===== src/rtl/rv_pkg.sv =====
// rv_pkg: shared widths and the write-port arbiter grant encoding.
package rv_pkg;
    localparam int XLEN       = 32;
    localparam int REG_ADDR_W = 5;
    localparam int NREG       = 32;
    typedef enum logic [1:0] {GNT_NONE, GNT_PIPE, GNT_HOLD, GNT_HOLD_FORCED} grant_t;
endpackage


===== src/rtl/regfile_scoreboard.sv =====
// regfile_scoreboard: pending mul/div destination tracking and issue gating.
// Ports: clk/rst; set_en/set_addr mark an accepted issue; clr_en/clr_addr retire
// a drained result; issue_addr -> issue_ready; rs1Addr/rs2Addr -> rs1_busy/rs2_busy.
module regfile_scoreboard
    import rv_pkg::*;
#(
    parameter int MAX_OUT = 4
) (
    input  logic                  clk,
    input  logic                  rst,
    input  logic                  set_en,
    input  logic [REG_ADDR_W-1:0] set_addr,
    input  logic                  clr_en,
    input  logic [REG_ADDR_W-1:0] clr_addr,
    input  logic [REG_ADDR_W-1:0] issue_addr,
    input  logic [REG_ADDR_W-1:0] rs1Addr,
    input  logic [REG_ADDR_W-1:0] rs2Addr,
    output logic                  issue_ready,
    output logic                  rs1_busy,
    output logic                  rs2_busy
);
    localparam int CW = $clog2(MAX_OUT + 1);
    localparam logic [CW-1:0] CMAX = CW'(MAX_OUT);

    logic [NREG-1:0] busy;
    logic [CW-1:0]   out_cnt;
    logic            dec;

    // Bit 0 is never set, so x0 always reads as not busy.
    assign rs1_busy = busy[rs1Addr];
    assign rs2_busy = busy[rs2Addr];
    assign dec      = clr_en && out_cnt != '0;
    // A slot retiring this cycle frees room for an issue in the same cycle.
    assign issue_ready = !busy[issue_addr] && (out_cnt < CMAX || dec);

    always_ff @(posedge clk) begin
        if (rst) begin
            busy    <= '0;
            out_cnt <= '0;
        end else begin
            if (clr_en) busy[clr_addr] <= 1'b0;
            if (set_en && set_addr != '0) busy[set_addr] <= 1'b1;
            out_cnt <= (set_en && !dec) ? out_cnt + 1'b1 :
                       (!set_en && dec) ? out_cnt - 1'b1 : out_cnt;
        end
    end
endmodule


===== src/rtl/regfile_wb_scheduler.sv =====
// regfile_wb_scheduler: shares the register-file write port between pipeline
// writeback and a one-entry mul/div result hold buffer.
// Ports: pipe_we/addr/data + pipe_stall (pipeline side); md_valid/addr/data +
// md_ready (mul/div results); issue_valid/addr + issue_ready (mul/div issue);
// rs1Addr/rs2Addr -> rs1_busy/rs2_busy (decode); RegWrite/WriteAddr/WriteData
// (registered write port).
module regfile_wb_scheduler
    import rv_pkg::*;
#(
    parameter int MAX_OUT      = 4,
    parameter int STARVE_LIMIT = 3
) (
    input  logic                  clk,
    input  logic                  rst,
    input  logic                  pipe_we,
    input  logic [REG_ADDR_W-1:0] pipe_addr,
    input  logic [XLEN-1:0]       pipe_data,
    output logic                  pipe_stall,
    input  logic                  md_valid,
    input  logic [REG_ADDR_W-1:0] md_addr,
    input  logic [XLEN-1:0]       md_data,
    output logic                  md_ready,
    input  logic                  issue_valid,
    input  logic [REG_ADDR_W-1:0] issue_addr,
    output logic                  issue_ready,
    input  logic [REG_ADDR_W-1:0] rs1Addr,
    input  logic [REG_ADDR_W-1:0] rs2Addr,
    output logic                  rs1_busy,
    output logic                  rs2_busy,
    output logic                  RegWrite,
    output logic [REG_ADDR_W-1:0] WriteAddr,
    output logic [XLEN-1:0]       WriteData
);
    localparam int AW = $clog2(STARVE_LIMIT + 1);
    localparam logic [AW-1:0] LIM = AW'(STARVE_LIMIT);

    logic                  hold_valid;
    logic [REG_ADDR_W-1:0] hold_addr;
    logic [XLEN-1:0]       hold_data;
    logic [AW-1:0]         age;
    grant_t                gnt;
    logic                  drain;
    logic                  pipe_win;

    // A starved hold result overrides the pipeline; otherwise the pipeline has priority.
    assign gnt = (hold_valid && age >= LIM)  ? GNT_HOLD_FORCED :
                 (pipe_we && pipe_addr != '0) ? GNT_PIPE :
                 hold_valid                   ? GNT_HOLD : GNT_NONE;
    assign pipe_win   = gnt == GNT_PIPE;
    assign drain      = gnt == GNT_HOLD || gnt == GNT_HOLD_FORCED;
    assign pipe_stall = gnt == GNT_HOLD_FORCED;
    assign md_ready   = !hold_valid || drain;

    regfile_scoreboard #(.MAX_OUT(MAX_OUT)) u_sb (
        .clk        (clk),
        .rst        (rst),
        .set_en     (issue_valid && issue_ready),
        .set_addr   (issue_addr),
        .clr_en     (drain),
        .clr_addr   (hold_addr),
        .issue_addr (issue_addr),
        .rs1Addr    (rs1Addr),
        .rs2Addr    (rs2Addr),
        .issue_ready(issue_ready),
        .rs1_busy   (rs1_busy),
        .rs2_busy   (rs2_busy)
    );

    always_ff @(posedge clk) begin
        if (rst) begin
            RegWrite   <= 1'b0;
            WriteAddr  <= '0;
            WriteData  <= '0;
            hold_valid <= 1'b0;
            hold_addr  <= '0;
            hold_data  <= '0;
            age        <= '0;
        end else begin
            // A held result for x0 drains without touching the register file.
            RegWrite  <= pipe_win || (drain && hold_addr != '0);
            WriteAddr <= pipe_win ? pipe_addr : hold_addr;
            WriteData <= pipe_win ? pipe_data : hold_data;
            if (md_valid && md_ready) begin
                hold_valid <= 1'b1;
                hold_addr  <= md_addr;
                hold_data  <= md_data;
            end else if (drain) begin
                hold_valid <= 1'b0;
            end
            age <= (!hold_valid || drain) ? '0 : (age < LIM ? age + 1'b1 : age);
        end
    end
endmodule


===== config.mk =====
export PLATFORM = sky130hd
export DESIGN_NAME = regfile_wb_scheduler
export DESIGN_NICKNAME = d
export VERILOG_FILES = /design/src/rtl/rv_pkg.sv /design/src/rtl/regfile_scoreboard.sv /design/src/rtl/regfile_wb_scheduler.sv
export SDC_FILE = /design/constraint.sdc
export NUM_CORES = 1
export LEC_CHECK = 0
export ABC_AREA = 1
export BUFFER_PORTS_ARGS = -buffer_cell sky130_fd_sc_hd__buf_2
export CAP_MARGIN = 10
export CELL_PAD_IN_SITES_DETAIL_PLACEMENT = 1
export CELL_PAD_IN_SITES_GLOBAL_PLACEMENT = 1
export CORE_UTILIZATION = 40
export CTS_CLUSTER_DIAMETER = 150
export DETAILED_ROUTE_END_ITERATION = 8
export PLACE_DENSITY_LB_ADDON = 0.1
export RECOVER_POWER = 25
export SLEW_MARGIN = 10
export SYNTH_ARGS = -nofsm -noshare
export SYNTH_HDL_FRONTEND = slang
export SYNTH_HIERARCHICAL = 1
export SYNTH_SLANG_ARGS = --single-unit

===== constraint.sdc =====
create_clock -name clk -period 4.66 [get_ports clk]
set_input_delay 0.699 -clock clk [delete_from_list [all_inputs] [get_ports clk]]
set_output_delay 0.699 -clock clk [all_outputs]
set_load 0.05 [all_outputs]

==> After elaboration in Yosys (flattened, before gate mapping) <==
Index checks and enable logic that the tools add are counted.
{ "word_totals": {"regBits": 113, "input_bits": 94, "output_inout_bits": 43} }
{ "op_classes": {"bitwise_logic": 3, "magnitude_cmp": 9, "n_eq_ne": 3, "n_reduce_logical": 27, "addsub": 3, "n_mux": 22} }
{ "ops": {"columns": ["cell", "count"], "rows": [
  ["2-to-1 mux 32 bit", 4],
  ["AND 32 bit", 1],
  ["inverter 32 bit", 1],
  ["bitwise OR 32 bit", 1],
  ["< comparator 5 x 6 -> 1 bit (second input constant)", 4],
  ["binary-select mux 1 bit (select 5 bit)", 3],
  ["nonzero test 5 bit", 3],
  ["logical AND 1 bit", 12],
  ["demux 1 bit (select 5 bit)", 2],
  ["greater-or-equal comparator 5 x 1 -> 1 bit (second input constant)", 2],
  ["2-to-1 mux 1 bit", 7],
  ["2-to-1 mux 2 bit", 3],
  ["2-to-1 mux 3 bit", 2],
  ["2-to-1 mux 5 bit", 1],
  ["equality test 2 bit (second input constant)", 2],
  ["zero test 1 bit", 4],
  ["logical OR 1 bit", 4],
  ["nonzero test 2 bit", 2],
  ["adder 3 x 1 -> 3 bit (second input constant)", 1],
  ["< comparator 3 bit (second input constant)", 1],
  ["nonzero test 3 bit", 1],
  ["subtractor 3 x 1 -> 3 bit (second input constant)", 1],
  ["adder 2 x 1 -> 2 bit (second input constant)", 1],
  ["equality test 2 x 1 -> 1 bit (second input constant)", 1],
  ["3 further kinds", 3]
]} }

==> Depth between registers and ports, before layout <==
Gate-level depths: netlist of run 1.
{ "depth": {"word_depth": 14, "depth_mapped": 19, "mapped_depth_nobuf": 18} }

==> By module <==
Netlist of run 1, hierarchy kept.
{ "modules_own_cells": {"columns": ["module", "cells_per_inst", "area_each_um2", "instances"], "rows": [
  ["regfile_wb_scheduler", 432, 3099.2, 1],
  ["regfile_scoreboard", 407, 2491.1, 1]
]} }

==> Worst setup path before layout of run 1 <==
No wires, ideal clock.
{ "synth_path": {"path_type": "input -> register", "from": "in pipe_addr[2]", "to": "reg u_sb.out_cnt[2]", "stages": 17, "arrival_time_ns": 3.236, "slack_ns": 1.367, "path_cell_list": "nor2_1 -> nand3_1 -> nand2_2 -> inv_2 -> buf_2 -> nor2_1 -> nor2_1 -> nor2_2 -> nand2_1 -> inv_1 -> ha_1 -> inv_1 -> fa_1 -> a21oi_1 -> o21ai_1 -> a21oi_1 -> o21a_1"} }
{ "synth_via": {"elab_chain_cells": 13, "elab_cells_between_ends": 17} }
{ "synth_rtl": {"columns": ["item", "line", "source"], "rows": [
  ["from (decl)", "regfile_wb_scheduler.sv:16", "input logic [REG_ADDR_W-1:0] pipe_addr,"],
  ["nonzero test 5 bit (*)", "regfile_wb_scheduler.sv:47", "(pipe_we && pipe_addr != '0) ? GNT_PIPE :"],
  ["logical AND 1 bit (*)", "regfile_wb_scheduler.sv:47", null],
  ["2-to-1 mux 2 bit (*)", "regfile_wb_scheduler.sv:47", null],
  ["2-to-1 mux 2 bit (*)", "regfile_wb_scheduler.sv:46", "assign gnt = (hold_valid && age >= LIM) ? GNT_HOLD_FORCED :"],
  ["equality test 2 bit", "regfile_wb_scheduler.sv:50", "assign drain = gnt == GNT_HOLD || gnt == GNT_HOLD_FORCED;"],
  ["logical OR 1 bit (*)", "regfile_wb_scheduler.sv:50", null],
  ["named net drain", "regfile_wb_scheduler.sv:42", "logic drain;"],
  ["logical AND 1 bit (*)", "regfile_scoreboard.sv:32", "assign dec = clr_en && out_cnt != '0;"],
  ["logical OR 1 bit (*)", "regfile_scoreboard.sv:34", "assign issue_ready = !busy[issue_addr] && (out_cnt < CMAX || dec);"],
  ["logical AND 1 bit (*)", "regfile_scoreboard.sv:34", null],
  ["named net issue_ready", "regfile_wb_scheduler.sv:25", "output logic issue_ready,"],
  ["logical AND 1 bit (*)", "regfile_wb_scheduler.sv:57", ".set_en (issue_valid && issue_ready),"],
  ["zero test 1 bit", "regfile_scoreboard.sv:44", "(!set_en && dec) ? out_cnt - 1'b1 : out_cnt;"],
  ["logical AND 1 bit", "regfile_scoreboard.sv:44", null],
  ["nonzero test 2 bit (no source line)", null, null],
  ["to (signal assigned)", "regfile_scoreboard.sv:43", "out_cnt <= (set_en && !dec) ? out_cnt + 1'b1 :"],
  ["to (decl)", "regfile_scoreboard.sv:26", "logic [CW-1:0] out_cnt;"]
]} }
Mark *: on every way through the listed nets, which the timed path passes. The rest lies on a longest branch.
A chain may end at the register's enable or synchronous reset.

==> Worst setup path after layout of run 1 <==
{ "layout_path": {"from": "reg age[0]", "to": "out issue_ready"} }
{ "layout_via": {"elab_chain_cells": 8, "elab_cells_between_ends": 9} }
{ "layout_rtl": {"columns": ["item", "line", "source"], "rows": [
  ["from (decl)", "regfile_wb_scheduler.sv:40", "logic [AW-1:0] age;"],
  ["from (signal assigned)", "regfile_wb_scheduler.sv:90", "age <= (!hold_valid || drain) ? '0 : (age < LIM ? age + 1'b1 : age);"],
  ["greater-or-equal comparator 2 bit (*)", "regfile_wb_scheduler.sv:46", null],
  ["logical AND 1 bit (*)", "regfile_wb_scheduler.sv:46", null],
  ["2-to-1 mux 2 bit (*)", "regfile_wb_scheduler.sv:46", null],
  ["equality test 2 bit", "regfile_wb_scheduler.sv:50", null],
  ["logical OR 1 bit (*)", "regfile_wb_scheduler.sv:50", null],
  ["named net drain", "regfile_wb_scheduler.sv:42", null],
  ["logical AND 1 bit (*)", "regfile_scoreboard.sv:32", null],
  ["logical OR 1 bit (*)", "regfile_scoreboard.sv:34", null],
  ["logical AND 1 bit (*)", "regfile_scoreboard.sv:34", null],
  ["to (decl)", "regfile_wb_scheduler.sv:25", null]
]} }
Marked as above.

==> metrics.md, run 1 <==
| Metric | Value |
|---|---|
| Status | completed |
| Layout cells sized above 1 | 0.173 |
| Setup Fix Bufs, Post-CTS | 0 |
| Worst-path fanout max | 35 |
| Fin crit period | 3160 ps |
| Max Cap Violations | 0 |
| Startpoint types | register |
| Most common cell in the netlist | nand2_1 |
| Worst reg2reg path depth | 19 |
| Crit path buf inv count | 4 |
| List of most frequent post-synthesis cells | nand2_1, dfxtp_1, nor2_1 |
| Die width | 120 um |
| Main synth FF type | dfxtp_1 |
| Row Count | 42 |
| HP Class | register to register |
| Worst-path cell chain | ha_1, nand2_1, inv_1, nor2_4, nand2_2, inv_2, nor2_1, buf_4, nor2_1, nor2_2, buf_2 |
| Most numerous cell on the critical path | nor2_1 |
| Top delay family on crit path | buffers and inverters |
| Count of final max-slew check failures | 0 |
| Maximum operating frequency | 0.317 GHz |
| Initial antenna violation count | 0 |
| Vias in the first global route | 6084 |
| Die Span Y | 120 um |
| Setup TNS | 0 ps |
| Syn Area/Cell | 6.66 um^2 |
| RSZ-0062 raised after global routing | no |
| Io pins | 137 |
| Critical Path Start | age[0] |
| Mapped Area | 5590 um^2 |
| FILL cells | 1830 |
| Biggest cell delay along the critical path | 460 ps |
| Clk_skew | 11.0 ps |
| YS warnings | 6 |
| Non-filler instance count after layout | 1142 |
| CTS buffer count | 17 |
| Gr ovfl total | 0 |
| Total track usage | 0.276 |
| Clock transition at path regs | 50 ps |
| Period utilisation layout | 0.677 |
| Slew of the pin with the lowest slew margin | 1470 ps |
| Nets | 1050 |
| Critical Path Sink | issue_ready |
| Slowest-stage cell, CP | inv_2 |
| Maximum vdd drop | 0.215 mV |
| Dpl cells | 1110 |
| Syn nets | 936 |
| Initial DRC Count | 322 |
| # DRC | 0 |
| Wire length per cell | 17.2 um |
| Worst Path Arrival | 2460 ps |
| Final Hold Vio Count | 0 |
| Setup Crit Path Kind | register to output pin |
| R2R Path Start | age[0] |
| CP Capture Type | output pin |
| Seq/Total Area, Yosys | 0.405 |
| Sequential Area | 2260 um^2 |
| Final setup viols | 0 |
| Worst-Skew Late Latency | 410 ps |
| Worst path required time | 3960 ps |
| Synth cell types | 27 |
| Initial core utilization | 0.416 |
| Drt pass-1 iters | 4 |
| Top cell type's share of synthesized area | 0.405 |
| CTS tree | yes |
| Hold Path Stages | 2 |
| EDFF count, synth | 0 |
| Die ar. | 14500 um^2 |
| RR Endpoint | u_sb/out_cnt[2] |
| Port Buffers | 136 |
| Hold buffer count at CTS | 0 |
| Reg2Reg Setup Slack | 1680 ps |
| Post-Syn Instances | 839 |
| Largest net degree at the start of global routing | 77 |
| Top cells by area, synth | dfxtp_1, a21oi_1, nand2_1 |
| Dpl hpwl | 13600 um |
| FFs w/ async S/R, synth | 0 |
| Core Footprint | 13500 um^2 |
| ANT cells | 0 |
| Placer Congestion | 0.947 |
| Root Buffer | clkbuf_16 |
| DR vias | 6023 |
| CP Depth | 11 |
| Htree depth | 4 |
| FF+latch count, synth | 113 |
| Cts repair resizes | 0 |
| Power Density | 419 nW/um^2 |
| Vias per cell | 5.27 |
| Overall routed net length | 19600 um |
| Pleak | 3.11 nW |
| Slew margin rel. | 0.0168 |
| Antenna Nets Post-Route | 0 |
| Multi-input gate area | 2730 um^2 |
| First-pass GRT wire length | 30800 um |
| Yosys top cell by area | dfxtp_1 |
| Clock Path Buffers | 2 |
| Clock Sinks | 113 |
| Area Overhead vs Synth | 22.8% |
-- final cells by class --
type | instances | share of cell area
multi-input combinational | 581 | 0.398
sequential | 113 | 0.330
timing repair buffer | 141 | 0.0973
clock buffer | 19 | 0.0660
inverter | 99 | 0.0541
tap | 176 | 0.0321
clock inverter | 13 | 0.0233
-- metrics by stage --
stage          hold WS (ps)  total power, mW   util  setup WS, ps  cell area, um^2
6_report                483             2.87  0.510          1500             6870
5_1_grt                 497             2.99  0.510          1300             6870
4_1_cts                 482             2.90  0.514          1460             6920
3_5_place_dp            469             1.56  0.468          1410             6300
3_3_place_gp            457             1.54  0.468          1560             6300
2_1_floorplan           434             1.41      -          1370             5590
-- kinds of logic (layout without fill, tap and decap cells) --
logic type | after synthesis | count (layout) | share of synthesized area
flops | 113 | 113 | 0.405
buf+inv | 145 | 272 | 0.107
simple gates | 359 | 359 | 0.281
compound gates | 216 | 216 | 0.194
fa+ha+maj | 3 | 3 | 0.00806
mux | 1 | 1 | 0.00179
xor+xnor | 2 | 2 | 0.00313
-- worst min-delay path by stage --
stage	slack, ps	start	end
floorplan	430	u_sb/busy[0]	u_sb/busy[0]
global placement	460	u_sb/busy[8]	u_sb/busy[8]
detailed placement	470	u_sb/busy[10]	u_sb/busy[10]
CTS	480	u_sb/busy[28]	u_sb/busy[28]
global route	500	hold_data[2]	hold_data[2]
finish	480	u_sb/busy[28]	u_sb/busy[28]
-- per-layer routing --
layer | share of wire | wire [um] | global-route usage | up-vias
met4 | 0.041 | 796 | 0.148 | 0
met2 | 0.50 | 9770 | 0.480 | 140
met5 | 0 | 0 | 0 | -
met1 | 0.42 | 8170 | 0.316 | 2891
met3 | 0.045 | 882 | 0.0575 | 35
li1 | - | - | - | 2957
-- tightest hold or removal path, delay by kind of cell, from the launching register on --
family	cells	cell delay, ps
DFF	1	300
AOI/OAI and AO/OA	2	130
-- state kept, by name, summed over array words and instances, names as in the netlist --
name,count
u_sb/busy,32
u_sb/out_cnt,3
WriteData,32
WriteAddr,5
age,2
RegWrite,1
hold_addr,5
hold_valid,1
hold_data,32
-- placed cells by master, fill, tap and decap left out --
| cell | n |
|---|---|
| nor3_4 | 3 |
| a21oi_1 | 107 |
| mux2i_1 | 1 |
| nor2_1 | 111 |
| clkinv_4 | 1 |
| inv_6 | 1 |
| bufinv_16 | 3 |
| nand3_1 | 89 |
| clkbuf_16 | 17 |
| clkbuf_8 | 2 |
| nand2_1 | 139 |
| nor2_4 | 1 |
| xor2_1 | 2 |
| nor2_2 | 1 |
| inv_1 | 82 |
| buf_2 | 99 |
| nand3_2 | 1 |
| clkbuf_1 | 38 |
| o21ai_1 | 8 |
| o21ai_0 | 99 |
| inv_2 | 17 |
| nor3_2 | 8 |
| nand2_2 | 1 |
| o31ai_1 | 1 |
| nor3_1 | 5 |
| clkinv_2 | 3 |
| fa_1 | 1 |
| o21a_1 | 1 |
| buf_4 | 4 |
| dfxtp_1 | 113 |
| ha_1 | 2 |
| clkinvlp_4 | 5 |
-- power by group --
group	internal, mW	total (mW)	switching (mW)
registers	1.03	1.07	0.0409
clock network	0.868	1.34	0.470
logic	0.133	0.465	0.331
total	2.03	2.87	0.843
No activity file was read; power rests on OpenSTA's default activity.
==> run 2, diff against run 1 <==
--- a/config.mk
+++ b/config.mk
@@ -10,7 +10,7 @@
 export CAP_MARGIN = 10
 export CELL_PAD_IN_SITES_DETAIL_PLACEMENT = 1
 export CELL_PAD_IN_SITES_GLOBAL_PLACEMENT = 1
-export CORE_UTILIZATION = 40
+export CORE_UTILIZATION = 37
 export CTS_CLUSTER_DIAMETER = 150
 export DETAILED_ROUTE_END_ITERATION = 8
 export PLACE_DENSITY_LB_ADDON = 0.1
==> constraint.sdc (replaced) <==
create_clock -name clk -period 3.3 [get_ports clk]
set_input_delay 0.495 -clock clk [delete_from_list [all_inputs] [get_ports clk]]
set_output_delay 0.495 -clock clk [all_outputs]
set_load 0.05 [all_outputs]
==> run 2 against run 1 <==
  * The run now ends with design-rule violations, max-capacitance violations, max-slew violations left
  * Count of clock-buffer cells in the layout increased by 1
  * Sequential power up 41%
  * Critical path type is now register to register
  * Combinational power grew 41%
  * Highest routed layer unchanged
  * Global-route usage is 2.4 points lower
  * Largest power group unchanged
  * Register-to-register slack got worse by 1200 ps
  * Non-clock buffer count up 4
  * Final cell count is 0.88% higher
  * Core utilization is 4.3 points lower
  * Setup slack got worse by 1000 ps
  * Routed wire length is 1.7% lower
  * Die area rose by 8.0%
  * Critical endpoint is now WriteAddr[2]
  * Final area shrank 0.42%
==> metrics.md, run 2 (same netlist as run 1, synthesis figures left out) <==
| Metric | Value |
|---|---|
| Part of the power in registers | 0.391 (+0.018) |
| CP Capture Type | register |
| Die width | 125 um (+3.9%) |
| Port Buffers | 136 (unchanged) |
| Drt pass-1 iters | 7 (+3) |
| Clock Sinks | 113 (unchanged) |
| Clk_skew | 9.82 ps (-1.23 ps) |
| Hold Path Sink | WriteData[7] |
| Area Overhead vs Synth | 22.3% |
| Core Footprint | 14600 um^2 (+8.9%) |
| Io pins | 137 (unchanged) |
| Worst-path fanout max | 40 (+14%) |
| HP Class | input port to register |
| Clock power frac | 0.439 (-0.027) |
| Biggest cell delay along the critical path | 1190 ps (+730 ps) |
| Period utilisation layout | 0.851 |
| Post-DP Area | 6340 um^2 (+0.64%) |
| Largest net degree at the start of global routing | 57 (-26%) |
| Initial DRC Count | 237 (-26%) |
| Clock Path Buffers | 2 (unchanged) |
| Commonest non-fill, non-tap cell in the layout | nand2_1 |
| Power Density | 565 nW/um^2 (+35%) |
| Gate power share | 0.170 (+0.008) |
| Vias per cell | 5.20 (-1.4%) |
| Maximum vdd drop | 0.249 mV (+15%) |
| Row Count | 44 (+4.8%) |
| DR vias | 5988 (-0.58%) |
| Fin crit period | 2810 ps |
| Final setup viols | 0 (unchanged) |
| Internal Power | 2.70 mW (+33%) |
| Top delay family on crit path | buffers and inverters |
| Crit path buf inv count | 2 (-2) |
| Maximum operating frequency | 0.356 GHz |
| Count of final max-slew check failures | 41 (+41) |
| Slew of the pin with the lowest slew margin | 1640 ps (+160 ps) |
| Gr ovfl total | 0 (unchanged) |
| ANT cells | 0 (unchanged) |
| First-pass GRT wire length | 31100 um (+0.94%) |
| Vias in the first global route | 6059 (-0.41%) |
| Dpl cells | 1122 (+1.1%) |
| Initial antenna violation count | 0 (unchanged) |
| Placer Congestion | 0.911 (-3.8%) |
| Root Buffer | clkbuf_16 |
| Dpl hpwl | 13300 um (-2.0%) |
| Critical Path Start | age[0] |
| Setup Fix Bufs, Post-CTS | 0 (unchanged) |
| Net Sw Power | 1.16 mW (+37%) |
| Fin area | 6840 um^2 (-0.42%) |
| R2R Path Start | age[0] |
| Slew margin rel. | -0.0900 (-0.107) |
| Max Cap Violations | 1 (+1) |
| Pleak | 3.09 nW (-0.49%) |
| CTS buffer count | 17 (unchanged) |
| Startpoint types | register |
| Worst reg2reg path depth | 8 (-11) |
| Hold buffer count at CTS | 0 (unchanged) |
| Die Span Y | 125 um (+3.9%) |
| Hold Startpoint | pipe_data[7] |
| Die ar. | 15600 um^2 (+8.0%) |
| Nets | 1054 (+0.38%) |
| Worst Path Arrival | 3130 ps (+670 ps) |
| Final Util | 0.467 (-0.0435) |
| Largest regs | WriteData: 32 flops, hold_data: 32 flops, u_sb/busy: 32 flops |
| Clock transition at path regs | 60 ps (about the same) |
| Slowest-stage cell, CP | clkbuf_1 |
| Layout cells sized above 1 | 0.174 (+0.000676) |
| Initial core utilization | 0.382 (-0.0338) |
| Overall routed net length | 19300 um (-1.7%) |
| Total track usage | 0.252 (-0.0237) |
| Worst-Skew Late Latency | 410 ps (about the same) |
| Antenna Nets Post-Route | 0 (unchanged) |
| CTS tree | yes |
| Cts repair resizes | 0 (unchanged) |
| Worst-path cell chain | ha_1, nand2_1, inv_2, nor2_4, nand2_2, clkbuf_1, o21ai_0, a21oi_1 |
| Worst path required time | 3620 ps (-340 ps) |
| Sw Share | 0.300 (+0.00653) |
| Setup Crit Path Kind | register to register |
| Wire length per cell | 16.7 um (-2.5%) |
| Setup TNS | 0 ps (unchanged) |
| # DRC | 6 (+6) |
| RSZ-0062 raised after global routing | no |
| Final Hold Vio Count | 0 (unchanged) |
| RR Endpoint | WriteAddr[2] |
| Non-filler instance count after layout | 1152 (+0.88%) |
| Hold Path Stages | 3 (+1) |
| Status | finished with violations |
| Failing checks | design-rule violations, max-capacitance violations, max-slew violations |
| Reg2Reg Setup Slack | 490 ps (-1190 ps) |
| Htree depth | 4 (unchanged) |
| Commonest non-fill, non-tap cells in the layout | nand2_1, dfxtp_1, nor2_1 |
-- run 2: cell count changes in the layout (fill, tap and decap cells not counted) --
| cell | delta |
|---|---|
| buf_2 | -1 |
| buf_4 | +4 |
| bufinv_16 | -2 |
| clkbuf_1 | +2 |
| clkinv_2 | +1 |
| clkinvlp_4 | -1 |
| inv_1 | -1 |
| inv_2 | +1 |
| inv_6 | -1 |
-- run 2: worst max path at each step --
stage	to	cells after the start
floorplan	u_sb/out_cnt[2]	19
global placement	u_sb/out_cnt[2]	19
detailed placement	u_sb/out_cnt[2]	19
CTS	u_sb/out_cnt[2]	18
global route	WriteAddr[2]	8
finish	WriteAddr[2]	8
-- run 2: power by group through the flow --
stage	Clock [mW]	Combinational, mW	Sequential, mW
CTS	1.72	0.671	1.51
floorplan	0	0.354	1.64
detailed placement	0	0.665	1.54
global placement	0	0.645	1.53
global route	1.78	0.727	1.52
finish	1.69	0.657	1.51
-- run 2: layout make-up --
cell class              count  area (um^2)
fillers                  1972         7810
multi-input cells         581         2730
flip-flops and latches    113         2260
repair buffers            145          697
clock buffers              20          457
inverters                  99          372
well taps                 184          230
clock inverters            10         88.8
-- run 2: through the flow --
stage / setup slack, ps / hold WS (ps) / power (mW)
2_1_floorplan: 21.1 / 434 / 2.00
3_3_place_gp: 466 / 458 / 2.18
3_5_place_dp: 362 / 470 / 2.20
4_1_cts: 592 / 324 / 3.90
5_1_grt: 296 / 337 / 4.03
6_report: 491 / 337 / 3.86
-- run 2: metal layers --
layer	part of all wire	GRT usage	wire (um)
met4	0.029	0.114	555
met2	0.47	0.424	9130
met5	0	0	0
met1	0.45	0.311	8590
met3	0.053	0.0528	1020
-- run 2: worst min-delay path: cells and delay by family --
family | cells | cell delay [ps]
buf+inv | 1 | 70
compound gates | 1 | 70
simple gates | 1 | 70
==> run 3, diff against run 2 <==
--- a/config.mk
+++ b/config.mk
@@ -15,6 +15,7 @@
 export DETAILED_ROUTE_END_ITERATION = 8
 export PLACE_DENSITY_LB_ADDON = 0.1
 export RECOVER_POWER = 25
+export REMOVE_ABC_BUFFERS = 1
 export SLEW_MARGIN = 10
 export SYNTH_ARGS = -nofsm -noshare
 export SYNTH_HDL_FRONTEND = slang
==> constraint.sdc (replaced) <==
create_clock -name clk -period 3.3 [get_ports clk]
set_input_delay 0.99 -clock clk [delete_from_list [all_inputs] [get_ports clk]]
set_output_delay 0.99 -clock clk [all_outputs]
set_load 0.05 [all_outputs]
==> run 3 against run 2 <==
  * The run still ends with design-rule violations, max-capacitance violations, max-slew violations left
  * Flip-flop and latch count stayed put
  * Clock power is 13% higher
  * Critical path depth is 3 higher
  * Largest power group unchanged
  * Highest routed layer unchanged
==> metrics.md, run 3 (same netlist as run 1, synthesis figures left out) <==
| Metric | Value |
|---|---|
| Startpoint types | input port |
| CTS tree | yes |
| Pleak | 3.30 nW (+6.7%) |
| Net Sw Power | 1.15 mW (-0.79%) |
| Setup Crit Path Kind | input port to output pin |
| Count of final max-slew check failures | 41 (unchanged) |
| Clock Path Buffers | 2 (unchanged) |
| Core Footprint | 14600 um^2 (unchanged) |
| Slew margin rel. | -0.0257 (+0.0644) |
| Maximum operating frequency | 0.316 GHz (-11%) |
| RR Endpoint | u_sb/out_cnt[2] |
| HP Class | register to register |
| Setup slack after layout | 134 ps (-357 ps) |
| Worst-path fanout max | 9 (-78%) |
| Largest net degree at the start of global routing | 78 (+37%) |
| Row Count | 44 (unchanged) |
| CP Capture Type | output pin |
| Fin crit period | 3170 ps (+357 ps) |
| CTS buffer count | 17 (unchanged) |
| FILL cells | 1947 (-1.3%) |
| Failing checks | design-rule violations, max-capacitance violations, max-slew violations |
| Critical Path Sink | rs2_busy |
| Worst reg2reg path depth | 18 (+10) |
| Maximum vdd drop | 0.398 mV (+60%) |
| Crit path buf inv count | 3 (+1) |
| Biggest cell delay along the critical path | 250 ps (-940 ps) |
| First-pass GRT wire length | 30900 um (-0.47%) |
| Area Overhead vs Synth | 25.7% |
| Total track usage | 0.246 (-0.00627) |
| # DRC | 4 (-2) |
| Clock Sinks | 113 (unchanged) |
| Nets | 1056 (+0.19%) |
| Final Hold Vio Count | 0 (unchanged) |
| Layout cells sized above 1 | 0.217 (+0.0435) |
| Root Buffer | clkbuf_16 |
| Vias in the first global route | 6396 (+5.6%) |
| Die width | 125 um (unchanged) |
| Worst-Skew Late Latency | 410 ps (about the same) |
| Status | finished with violations |
| Power Density | 583 nW/um^2 (+3.2%) |
| Multi-input gate area | 2730 um^2 (+0.14%) |
| Final setup viols | 0 (unchanged) |
| Power Total | 4.10 mW (+6.1%) |
| Die Span Y | 125 um (unchanged) |
| R2R Path Start | age[0] |
| Part of the power in registers | 0.368 (-0.023) |
| DR vias | 6010 (+0.37%) |
| Placer Congestion | 0.902 (-1.0%) |
| Setup Fix Bufs, Post-CTS | 0 (unchanged) |
| Worst path required time | 2310 ps (-1310 ps) |
| Sw Share | 0.280 (-0.0195) |
| Dpl hpwl | 13000 um (-2.1%) |
| Place WS | -106 ps (-468 ps) |
| Overall routed net length | 18400 um (-4.5%) |
| Gate power share | 0.166 (-0.004) |
| Period utilisation layout | 0.959 (+0.108) |
| Initial core utilization | 0.382 (unchanged) |
| Slew of the pin with the lowest slew margin | 1540 ps (-96.6 ps) |
| ANT cells | 0 (unchanged) |
| Worst Path Arrival | 2180 ps (-950 ps) |
| Critical Path Start | rs2Addr[1] |
| Commonest non-fill, non-tap cell in the layout | nand2_1 |
| Clock transition at path regs | 50 ps (about the same) |
| Io pins | 137 (unchanged) |
| Drt pass-1 iters | 7 (unchanged) |
| Worst-path cell chain | buf_2, inv_2, a21oi_1, o21ai_0, nand3_1, nand2_1, nand2_1, nand2_1, nand2_1, nand2_1, buf_2 |
| Reg2Reg Setup Slack | 730 ps (+240 ps) |
| Hold buffer count at CTS | 0 (unchanged) |
| Port Buffers | 136 (unchanged) |
| Die ar. | 15600 um^2 (unchanged) |
| Slowest-stage cell, CP | buf_2 |
| Htree depth | 4 (unchanged) |
| Initial antenna violation count | 0 (unchanged) |
| Sequential Area | 2260 um^2 (unchanged) |
| RSZ-0062 raised after global routing | no |
| Largest regs | WriteData: 32 flops, hold_data: 32 flops, u_sb/busy: 32 flops |
| Antenna Nets Post-Route | 0 (unchanged) |
| Clk_skew | 8.25 ps (-1.57 ps) |
| Vias per cell | 5.20 (about the same) |
| Max Cap Violations | 1 (unchanged) |
| CP Depth | 11 (+3) |
| Most numerous cell on the critical path | nand2_1 |
| Wire length per cell | 15.9 um (-4.8%) |
| Top delay family on crit path | buffers and inverters |
| Clock power frac | 0.466 (+0.027) |
| Gr ovfl total | 0 (unchanged) |
| Initial DRC Count | 276 (+16%) |
| Commonest non-fill, non-tap cells in the layout | nand2_1, buf_2, dfxtp_1 |
| Internal Power | 2.95 mW (+9.1%) |
run 3: changes by cell type in the layout (fill, tap and decap cells not counted), sizes merged:
| cell | before | now |
|---|---|---|
| buf | 106 | 144 |
| clkbuf | 59 | 26 |
| bufinv | 1 | 3 |
| clkinv | 5 | 3 |
| clkinvlp | 4 | 3 |
run 3: timing repair:
item                                    CTS  global route
cloned                                    0             0
gates resized for setup                   3             7
endpoints found under the setup margin    2             3
pin swaps                                 0             0
run 3: through the flow:
step           instance area, um^2   util  hold slack [ps]  setup TNS, ps  instances
6_report                      7030  0.480              476              0       1156
5_1_grt                       7030  0.480              508              0       1156
4_1_cts                       7020  0.479              474              0       1156
3_5_place_dp                  6380  0.436              467           -214       1124
3_3_place_gp                  6380  0.436              460              0       1124
2_1_floorplan                 5360      -              432          -6670        793
run 3: layout make-up:
class / instances / area share
clock buffer: 23 / 0.0708
sequential: 113 / 0.322
clock inverter: 9 / 0.0182
multi-input combinational: 581 / 0.389
inverter: 99 / 0.0532
tap: 184 / 0.0328
timing repair buffer: 147 / 0.114
run 3: worst min-delay path by stage:
| stage | start | end | slack (ps) | depth (start not counted) |
|---|---|---|---|---|
| 5_1_grt | hold_data[26] | WriteData[26] | 510 | 2 |
| 2_1_floorplan | u_sb/busy[0] | u_sb/busy[0] | 430 | 2 |
| 4_1_cts | u_sb/busy[26] | u_sb/busy[26] | 470 | 2 |
| 3_5_place_dp | u_sb/busy[26] | u_sb/busy[26] | 470 | 2 |
| 6_report | u_sb/busy[26] | u_sb/busy[26] | 480 | 2 |
| 3_3_place_gp | u_sb/busy[20] | u_sb/busy[20] | 460 | 2 |
run 3: worst register-to-register path, cell delays in order, from the launching register on:
cell	delay, ps
dfxtp_1	340
ha_1	230
nand2_1	90
inv_2	90
nor2_4	40
nand2_2	70
inv_2	40
nor2_1	180
nor2_1	90
nor2_2	130
nand2_1	60
inv_1	70
ha_1	140
inv_1	70
fa_1	380
a21oi_1	150
o21ai_1	100
a21oi_1	130
o21a_1	130
run 3: power groups by stage:
stage | registers [mW] | clock network (mW) | logic, mW
after global placement | 1.53 | 0 | 0.648
after floorplan | 1.64 | 0 | 0.309
after global routing | 1.52 | 2.00 | 0.754
final | 1.51 | 1.91 | 0.678
after detailed placement | 1.53 | 0 | 0.674
after CTS | 1.51 | 1.94 | 0.681
run 3: layer usage:
metal  vias up  share of wire  track usage
met1      2848           0.44        0.292
met4         0          0.031        0.108
met5         -              0            0
li1       2964              -            -
met2       148           0.48        0.420
met3        50          0.048       0.0623
